`src/rtl/fifo_pkg.sv`:
```
// Shared defaults and derived widths for the programmable synchronous FIFO.
package fifo_pkg;

    localparam int DEF_FIFO_WIDTH = 16;
    localparam int DEF_FIFO_DEPTH = 8;

    // Occupancy needs one extra bit so that a completely full FIFO is representable.
    function automatic int cntWidth(input int depth);
        return $clog2(depth) + 1;
    endfunction

endpackage

```
`src/rtl/fifo_mem.sv`:
```
// Simple dual-port storage: one synchronous write port, one asynchronous read port.
module fifo_mem
#(
    parameter  int WIDTH = 16,
    parameter  int DEPTH = 8,
    localparam int AW    = $clog2(DEPTH)
) (
    input  logic             clk_i,
    input  logic             wrEn_i,
    input  logic [AW-1:0]    wrAddr_i,
    input  logic [WIDTH-1:0] wrData_i,
    input  logic [AW-1:0]    rdAddr_i,
    output logic [WIDTH-1:0] rdData_o
);

    // Contents are deliberately left out of reset.
    logic [WIDTH-1:0] mem [DEPTH];

    always_ff @(posedge clk_i) begin
        if (wrEn_i) begin
            mem[wrAddr_i] <= wrData_i;
        end
    end

    assign rdData_o = mem[rdAddr_i];

endmodule

```
`src/rtl/sync_fifo_prog.sv`:
```
// Single-clock FIFO with programmable almost-full/almost-empty thresholds,
// flush, status pulses and a selectable registered or fall-through read port.
module sync_fifo_prog
    import fifo_pkg::*;
#(
    parameter  int FIFO_WIDTH = DEF_FIFO_WIDTH,
    parameter  int FIFO_DEPTH = DEF_FIFO_DEPTH,
    parameter  int FWFT       = 0,
    localparam int CNT_W      = cntWidth(FIFO_DEPTH)
) (
    input  logic                  clk,
    input  logic                  rst,
    input  logic [FIFO_WIDTH-1:0] data_in,
    input  logic                  wr_en,
    input  logic                  rd_en,
    input  logic                  flush,
    input  logic [CNT_W-1:0]      af_level,
    input  logic [CNT_W-1:0]      ae_level,
    output logic [FIFO_WIDTH-1:0] data_out,
    output logic [CNT_W-1:0]      count,
    output logic                  wr_ack,
    output logic                  overflow,
    output logic                  underflow,
    output logic                  full,
    output logic                  empty,
    output logic                  almostfull,
    output logic                  almostempty
);

    localparam int AW = $clog2(FIFO_DEPTH);

    logic [AW-1:0]         wrPtr_q, wrPtr_d;
    logic [AW-1:0]         rdPtr_q, rdPtr_d;
    logic [CNT_W-1:0]      count_q, count_d;
    logic [FIFO_WIDTH-1:0] dataOut_q, dataOut_d;
    logic                  wrAck_q, wrAck_d;
    logic                  overflow_q, overflow_d;
    logic                  underflow_q, underflow_d;
    logic [FIFO_WIDTH-1:0] memRdData;
    logic                  wrAccept;
    logic                  rdAccept;

    assign full        = (count_q == CNT_W'(FIFO_DEPTH));
    assign empty       = (count_q == '0);
    assign almostfull  = (count_q >= af_level);
    assign almostempty = (count_q <= ae_level);

    // Gating on full/empty makes a simultaneous request degrade to the one that can proceed.
    assign wrAccept = wr_en && !full  && !flush;
    assign rdAccept = rd_en && !empty && !flush;

    always_comb begin
        wrPtr_d     = wrPtr_q;
        rdPtr_d     = rdPtr_q;
        count_d     = count_q;
        dataOut_d   = dataOut_q;
        wrAck_d     = wrAccept;
        overflow_d  = wr_en && full  && !flush;
        underflow_d = rd_en && empty && !flush;

        if (flush) begin
            wrPtr_d = '0;
            rdPtr_d = '0;
            count_d = '0;
        end else begin
            if (wrAccept) begin
                wrPtr_d = wrPtr_q + 1'b1;
            end
            if (rdAccept) begin
                rdPtr_d   = rdPtr_q + 1'b1;
                dataOut_d = memRdData;
            end
            unique case ({wrAccept, rdAccept})
                2'b10:   count_d = count_q + 1'b1;
                2'b01:   count_d = count_q - 1'b1;
                default: count_d = count_q;
            endcase
        end
    end

    always_ff @(posedge clk) begin
        if (rst) begin
            wrPtr_q     <= '0;
            rdPtr_q     <= '0;
            count_q     <= '0;
            dataOut_q   <= '0;
            wrAck_q     <= 1'b0;
            overflow_q  <= 1'b0;
            underflow_q <= 1'b0;
        end else begin
            wrPtr_q     <= wrPtr_d;
            rdPtr_q     <= rdPtr_d;
            count_q     <= count_d;
            dataOut_q   <= dataOut_d;
            wrAck_q     <= wrAck_d;
            overflow_q  <= overflow_d;
            underflow_q <= underflow_d;
        end
    end

    fifo_mem #(
        .WIDTH (FIFO_WIDTH),
        .DEPTH (FIFO_DEPTH)
    ) uMem (
        .clk_i    (clk),
        .wrEn_i   (wrAccept),
        .wrAddr_i (wrPtr_q),
        .wrData_i (data_in),
        .rdAddr_i (rdPtr_q),
        .rdData_o (memRdData)
    );

    // In fall-through mode the register keeps the last popped head so the output stays stable while empty.
    generate
        if (FWFT != 0) begin : gFwft
            assign data_out = empty ? dataOut_q : memRdData;
        end else begin : gRegRead
            assign data_out = dataOut_q;
        end
    endgenerate

    assign count     = count_q;
    assign wr_ack    = wrAck_q;
    assign overflow  = overflow_q;
    assign underflow = underflow_q;

endmodule

```
`config.mk`:
```
export PLATFORM = sky130hd
export DESIGN_NAME = sync_fifo_prog
export DESIGN_NICKNAME = d
export VERILOG_FILES = /design/src/rtl/fifo_pkg.sv /design/src/rtl/fifo_mem.sv /design/src/rtl/sync_fifo_prog.sv
export SDC_FILE = /design/constraint.sdc
export NUM_CORES = 1
export LEC_CHECK = 0
export CORE_AREA = 2 2 161 163
export CTS_CLUSTER_SIZE = 40
export DETAILED_ROUTE_END_ITERATION = 8
export DIE_AREA = 0 0 163 165
export PLACE_DENSITY = 0.44
export SLEW_MARGIN = 20
export SYNTH_ARGS = -nofsm -noshare
export SYNTH_HDL_FRONTEND = slang
export SYNTH_SLANG_ARGS = --single-unit
export TNS_END_PERCENT = 100
```
`constraint.sdc`:
```
create_clock -name clk -period 3.3 [get_ports clk]
set_input_delay 0.33 -clock clk [delete_from_list [all_inputs] [get_ports clk]]
set_output_delay 0.33 -clock clk [all_outputs]
set_load 0.02 [all_outputs]
```
# ---- Word level (Yosys, flattened, before mapping)
# Memory sizes are Yosys's and may differ from the RTL's. A register that Yosys moved wholly into a read port is not among the register bits.
# Cells that the tools add are included.
dict set report classes {
  n_addsub 4
  magnitude_cmp 2
  n_div 0
  multipliers 0
  mux 3
  n_eq_ne 3
  shift 0
  n_reduce_logical 15
  n_bitwise 1
}
# operator n
set op_table {}
lappend op_table {{$logic_and A1 B1 Y1} 8}
lappend op_table {{$pmux W4 S2} 1}
lappend op_table {{$add A3 B1 Y3 const B} 2}
lappend op_table {{$add A4 B1 Y4 const B} 1}
lappend op_table {{$eq A4 B4 Y1 const B} 1}
lappend op_table {{$ge A4 B4 Y1} 1}
lappend op_table {{$le A4 B4 Y1} 1}
lappend op_table {{$logic_not A4 Y1} 1}
lappend op_table {{$sub A4 B1 Y4 const B} 1}
lappend op_table {{$logic_not A1 Y1} 3}
lappend op_table {{$eq A2 B1 Y1 const B} 1}
lappend op_table {{$eq A2 B2 Y1 const B} 1}
lappend op_table {{$mux W1} 2}
lappend op_table {{$reduce_and A2 Y1} 1}
lappend op_table {{$reduce_bool A2 Y1} 1}
lappend op_table {{$reduce_or A2 Y1} 1}
lappend op_table {{$not A1 Y1} 1}
dict set report word_totals {
  out_inout_bits 27
  input_bits 29
  memories 1
  wordCells 35
  regBits 13
  ramBits 128
  rom_bits 0
  latch_bits 0
}
# memory words width read_ports rd_clocked_by_memory_dff wr line
set memory_table {}
lappend memory_table {uMem.mem 8 16 1 1 1 fifo_mem.sv:17} ;# logic [WIDTH-1:0] mem [DEPTH];

# ---- Longest topological paths before layout
# Gate-level depths: netlist of run 1.
dict set report depth {
  word_depth 6
  ltp_mapped 11
  depth_no_buf 9
}

# ---- By module
# Synthesis of run 1 repeated with hierarchy kept, for this count alone.
dict set report hier_totals {
  hier_cells 361
  area_unflattened_um2 6328.6
}
# module cells_each area_per_inst_um2 seq_area_each_um2 n_inst
set by_module_without_submodules {}
lappend by_module_without_submodules {fifo_mem 198 4973.5 3843.7 1}
lappend by_module_without_submodules {sync_fifo_prog 163 1355.0 580.6 1}

# ---- Least setup slack after synthesis of run 1
# OpenSTA, ideal clock, no wires.
dict set report synth_path {
  path_kind {reg-to-reg}
  startpoint {reg count_q[1], in the netlist count[1]}
  endpoint {mem uMem.mem[0][0], enable pin}
  n_path_buf 1
  setup_time_ns 0.430
  path_stages_with_launch 5
  required_time_ns 2.870
  synth_period_minus_slack_ns 3.188
  path_slack_ns 0.112
  t_arrival_ns 2.758
  cell_sequence {dfxtp_1 buf_2 nor4b_2 nand3b_1 nor4_1}
}
dict set report synth_via {
  elab_chain_cells 6
}
# item line
set synth_rtl {}
lappend synth_rtl {{from (decl)} sync_fifo_prog.sv:34} ;# logic [CNT_W-1:0] count_q, count_d;
lappend synth_rtl {{from (signal assigned)} sync_fifo_prog.sv:93} ;# count_q <= count_d;
lappend synth_rtl {{$eq A4 B4 Y1} sync_fifo_prog.sv:43} ;# assign full = (count_q == CNT_W'(FIFO_DEPTH));
lappend synth_rtl {{via full} sync_fifo_prog.sv:24} ;# output logic full,
lappend synth_rtl {{$logic_not A1 Y1} sync_fifo_prog.sv:49} ;# assign wrAccept = wr_en && !full && !flush;
lappend synth_rtl {{$logic_and A1 B1 Y1 (2 in series)} sync_fifo_prog.sv:49}
lappend synth_rtl {{$mux W1} fifo_mem.sv:20} ;# if (wrEn_i) begin
lappend synth_rtl {{$mux W1 (implied by the code)} fifo_mem.sv:21} ;# mem[wrAddr_i] <= wrData_i;
lappend synth_rtl {{to (decl)} fifo_mem.sv:17}
# The timed path passes the listed nets, and every way through them passes these cells.

# ---- Final worst setup path of run 1
dict set report layout_path {
  startpoint {reg count_q[1], in the netlist count[1]}
  endpoint {out almostempty}
}
dict set report layout_via {
  elab_chain_cells 1
}
# item line
set layout_rtl {}
lappend layout_rtl {{$le A4 B4 Y1} sync_fifo_prog.sv:46} ;# assign almostempty = (count_q <= ae_level);
lappend layout_rtl {{to (decl)} sync_fifo_prog.sv:27} ;# output logic almostempty
# No other way between the ends.

==> metrics.cfg, run 1 <==
[cells_and_area]
final_nets=465
drive_above_1_share_pct=24.54
final_util_pct=31.31
layout_commonest_cell=edfxtp_1
num_antenna_cells=0
area_growth_pct=25.95
final_cell_mix=edfxtp_1 (128), clkdlybuf4s50_1 (55), mux4_2 (32)

[floorplanning]
start_util_pct=24.86
fp.dieH_um=165
dieArea_um2=26900
core_um2=25040
num_rows=58
ios=56
die_x_um=163

[logic_synthesis]
avgSynthCellArea_um2=17.88
yosysTopAreaCellShare_pct=61.76
syn-cell-area_um2=6223
synth_enable_flop_cells=128
synth_top_area_cell=edfxtp_1
synth_area_leaders=edfxtp_1 (62%), mux4_2 (12%), dfxtp_1 (9.3%)
yosysWarnings=0
seq_area_frac_synth_pct=71.09
ys.flop_type=edfxtp_1
synth_cell_type_count=41
async_flop_share_pct=0
syn-num-nets=390
synth_cells=348
synth-seq-cells=157

[status]
outcome=complete, no violations

[grt]
busiest_layer=met2
grt_pass1_wl_um=20970
grt_usage_pct=10.90
grt_max_degree=35
grt-ovfl-total=0
antenna_found_initial=0
met2_usage_pct=17.84
grtUsageMet1_pct=13.89
grt_pass1_vias=3478
grt_use_met3_pct=2.938

[clocking]
cts_sinks=157
cts-resized-gates=0
clockBufferDepth=2
ctsHoldBuffers=0
cts_root_buffer=clkbuf_16
insertion_delay_ns=0.43
numCtsBuffers=17
clkTransAtPathRegs_ns=0.07
cts_tree=built
htree_levels=4
postCtsSetupBuffers=0

[routing]
vias=3305
totalWireLength_um=13880
drt-initial-drc-count=201
postRouteAntennaNets=0
drc=0
first_pass_iters=4
vias_per_cell=4.315
wire_per_inst_um=18.12

[timing]
fmax_ghz=0.3381
relSlewSlack_pct=58.10
maxSlewViolCount=0
period_needed_ns=2.958
fin_crit_sh_pct=89.62
finClkSkew_ns=0.008173
rsz0062_at_grt=false
worstMarginPinSlew_ns=0.6286
hold_violations=0
whs_ns=0.4927
finalSetupTns_ns=0
setup_violations=0

[power]
p_leak_nw=2.552
powerDensity_nw_per_um2=542.3
peakVddDrop_uv=203.8

[worst_setup_path]
startpoint_type=flop
path_class=flop to output port
cp_max_fo=13
required_ns=2.97
endpoint_kind=output port
worstPathCellList=ha_1 -> nor2b_1 -> o21a_1 -> o21a_1 -> o21ai_0 -> clkdlybuf4s50_1
cp_slowest_cell=dfxtp_1
slowest_delay_ns=0.64
arrival_ns=2.63
cpMostUsedCell=o21a_1

[hold_path]
hp-class=flop to flop

[place]
post-dp-hpwl_um=8561
io_buffers=55
routabilityCongestion=0.6821

[flow_run]
max_cap_violations=0

flip-flops by register name (all words and copies together), names as in the netlist:
register,count
rdPtr_q,3
overflow,1
underflow,1
data_out,16
wr_ack,1
wrPtr_q,3
count,4
uMem.mem,128
kinds of logic after synthesis:
logic type      synth area share [%]
compound gates                 3.598
xor+xnor                      0.9851
simple gates                   7.439
buf+inv                        2.372
mux                            11.90
fa+ha+maj                      2.614
flops                          71.09
stage by stage:
stage,setup slack (ns),instances,power (mW),area (um2)
after floorplan,0.1118,348,2.285,6223
after global placement,0.6645,734,2.373,7259
after detailed placement,0.6146,734,2.377,7259
after CTS,0.3124,766,4.300,7839
after global routing,0.1663,766,4.387,7839
final,0.3424,766,4.251,7839
Yosys cell counts, types with 2 or more instances:
master	n
xnor2_1	3
o21a_1	2
clkbuf_1	6
o22ai_2	2
nor4_1	2
a21oi_1	3
nand2b_1	3
nand3_1	3
edfxtp_1	128
nor2_1	30
buf_4	2
nand2_1	4
o21ai_0	4
mux2i_1	2
mux4_2	32
buf_6	2
ha_1	13
and3_1	2
nor3_2	11
a21o_1	3
nor3_1	9
dfxtp_1	29
buf_2	7
inv_1	10
xor2_1	4
nor2b_1	3
nand4_1	2
o22ai_1	14
layer usage:
layer  wire, um  share of wire [%]
met4        205                1.5
met2       6669                 48
met1       6509                 47
met3        495                3.6
met5          0                  0
critical path: cells and delay by family (launching register included):
family / cells / cell delay, ns
flops: 1 / 0.64
buf+inv: 1 / 0.63
compound gates: 3 / 0.44
fa+ha+maj: 1 / 0.35
simple gates: 1 / 0.14
final cells by class:
type                       count  area [um2]
inverter                      10       37.54
sequential                   157        4425
tap                          330       412.9
fill                        2443       17200
clock buffer                  17       425.4
clock inverter                15       153.9
multi-input combinational    163        1678
timing repair buffer          74       705.7
final timing paths:
check / from / endpoint / slack, ns / cells past startpoint
max: count[1] / almostempty / 0.34 / 6
min: data_out[9] / data_out[9] / 0.49 / 2
max reg2reg: count[1] / count[2] / 0.66 / 10
min reg2reg: data_out[9] / data_out[9] / 0.49 / 2
report_power, final:
group          internal [mW]  switching, mW
registers               2.16         0.0109
clock network           1.07          0.853
logic                 0.0786         0.0834
Power figures use the tool's default switching activity.
==> run 2: changes to the inputs <==
- SETUP_SLACK_MARGIN: default -> 0.5
- TNS_END_PERCENT: 100 -> 50
==> run 2 against run 1 <==
Maximum frequency grew 7.5%. Sequential power is essentially flat. Critical endpoint is now almostfull. Worst setup slack gained 0.21 ns. Critical path type unchanged. Register-to-register slack improved by 0.10 ns. Wire length grew 0.70%. Highest routed layer unchanged. Utilization grew 0.19 points. Clock skew about the same. First-iteration DRC count grew 34%. Power is 2.0% higher. Critical path depth is 1 higher. Non-clock buffer count up 2. Final area grew 0.62%.
==> metrics.cfg, run 2 (same netlist as run 1, synthesis figures left out) <==
[cells_and_area]
final_cell_mix=edfxtp_1 (128), clkdlybuf4s50_1 (55), mux4_2 (32)
area_growth_pct=26.74
largest-register=uMem.mem
layout_commonest_cell=edfxtp_1
final_cells=769
largest_reg_flops=128
drive_above_1_share_pct=24.89
final_util_pct=31.50
final_nets=467

[routing]
drc=0
totalWireLength_um=13980
vias=3309
wire_per_inst_um=18.17
first_pass_iters=5
postRouteAntennaNets=0
drt-initial-drc-count=269
vias_per_cell=4.303

[worst_setup_path]
required_ns=2.97
cp_max_fo=10
arrival_ns=2.42
startpoint_type=flop
path_class=flop to output port
endpoint_kind=output port
rrSetupSlack_ns=0.76

[timing]
worstMarginPinSlew_ns=0.6605
hold_violations=0
period_needed_ns=2.750
maxSlewViolCount=0
rsz0062_at_grt=true
fmax_ghz=0.3636
finClkSkew_ns=0.008182
layout_setup_ws_ns=0.5497
finalSetupTns_ns=0
fin_crit_sh_pct=83.34
relSlewSlack_pct=55.83
setup_violations=0

[floorplanning]
ios=56
dieArea_um2=26900
fp.dieH_um=165
num_rows=58
start_util_pct=24.86
die_x_um=163
core_um2=25040

[power]
peakVddDrop_uv=296.5
p_leak_nw=2.574
powerDensity_nw_per_um2=549.9

[grt]
grt_pass1_vias=3409
grt_pass1_wl_um=20840
met2_usage_pct=17.24
antenna_found_initial=1
grt-ovfl-total=0
busiest_layer=met2
grt_usage_pct=10.85
grt_max_degree=35
grtUsageMet1_pct=14.35
grt_use_met3_pct=3.315

[clocking]
clockBufferDepth=2
insertion_delay_ns=0.42
numCtsBuffers=17
cts_sinks=157
ctsHoldBuffers=0
htree_levels=4
cts_root_buffer=clkbuf_16
postCtsSetupBuffers=0
cts_tree=built
clkTransAtPathRegs_ns=0.06

[hold_path]
hp-class=flop to flop

[place]
dpl.cell_count=736
routabilityCongestion=0.6918
post-dp-hpwl_um=8621
post-place-ws_ns=0.6084
io_buffers=55

[flow_run]
max_cap_violations=0

[status]
outcome=complete, no violations

## run 2: area by class of cell
type                       instances  area (um2)
timing repair buffer              76       708.2
multi-input combinational        163        1689
tap                              330       412.9
fill                            2443       17150
antenna                            1       2.502
sequential                       157        4432
inverter                          10       37.54
clock inverter                     9       137.6
clock buffer                      23       467.9
## run 2: repair_timing
item	4_1_cts	5_1_grt
gates resized for setup	2	2
setup endpoints to repair	2	2
hold endpoints to repair	0	0
pin swaps	0	0
## run 2: critical path, stage by stage (launching register included)
cell	delay, ns
dfxtp_2	0.45
inv_1	0.11
ha_1	0.27
nand2b_1	0.14
a21o_1	0.17
a21o_1	0.17
a21o_1	0.17
clkdlybuf4s50_1	0.53
## run 2: where the power goes
group	leakage, nW	total [mW]	internal [mW]	switching [mW]
Clock	0.292	2.00	1.24	0.767
Combinational	0.888	0.166	0.0797	0.0861
Sequential	1.39	2.17	2.16	0.00940
## run 2: path summary, 6_finish.rpt
kind | depth (start not counted) | endpoint | startpoint
setup / recovery | 7 | almostfull | count[0]
hold / removal | 2 | data_out[15] | data_out[15]
setup reg to reg | 9 | count[2] | count[3]
hold reg to reg | 2 | data_out[15] | data_out[15]
## run 2: metal layers
| layer | wire length (um) | vias up |
|---|---|---|
| met5 | 0 | - |
| met4 | 115 | 0 |
| met2 | 6524 | 66 |
| met1 | 6741 | 1694 |
| met3 | 594 | 11 |
| li1 | - | 1538 |
## run 2: stage by stage
stage	hold slack, ns	instance area, um2	total power [mW]
floorplan	0.4289	6230	2.285
global placement	0.4780	7273	2.375
detailed placement	0.4796	7273	2.379
CTS	0.4964	7881	4.398
global route	0.5212	7885	4.482
finish	0.4919	7888	4.337
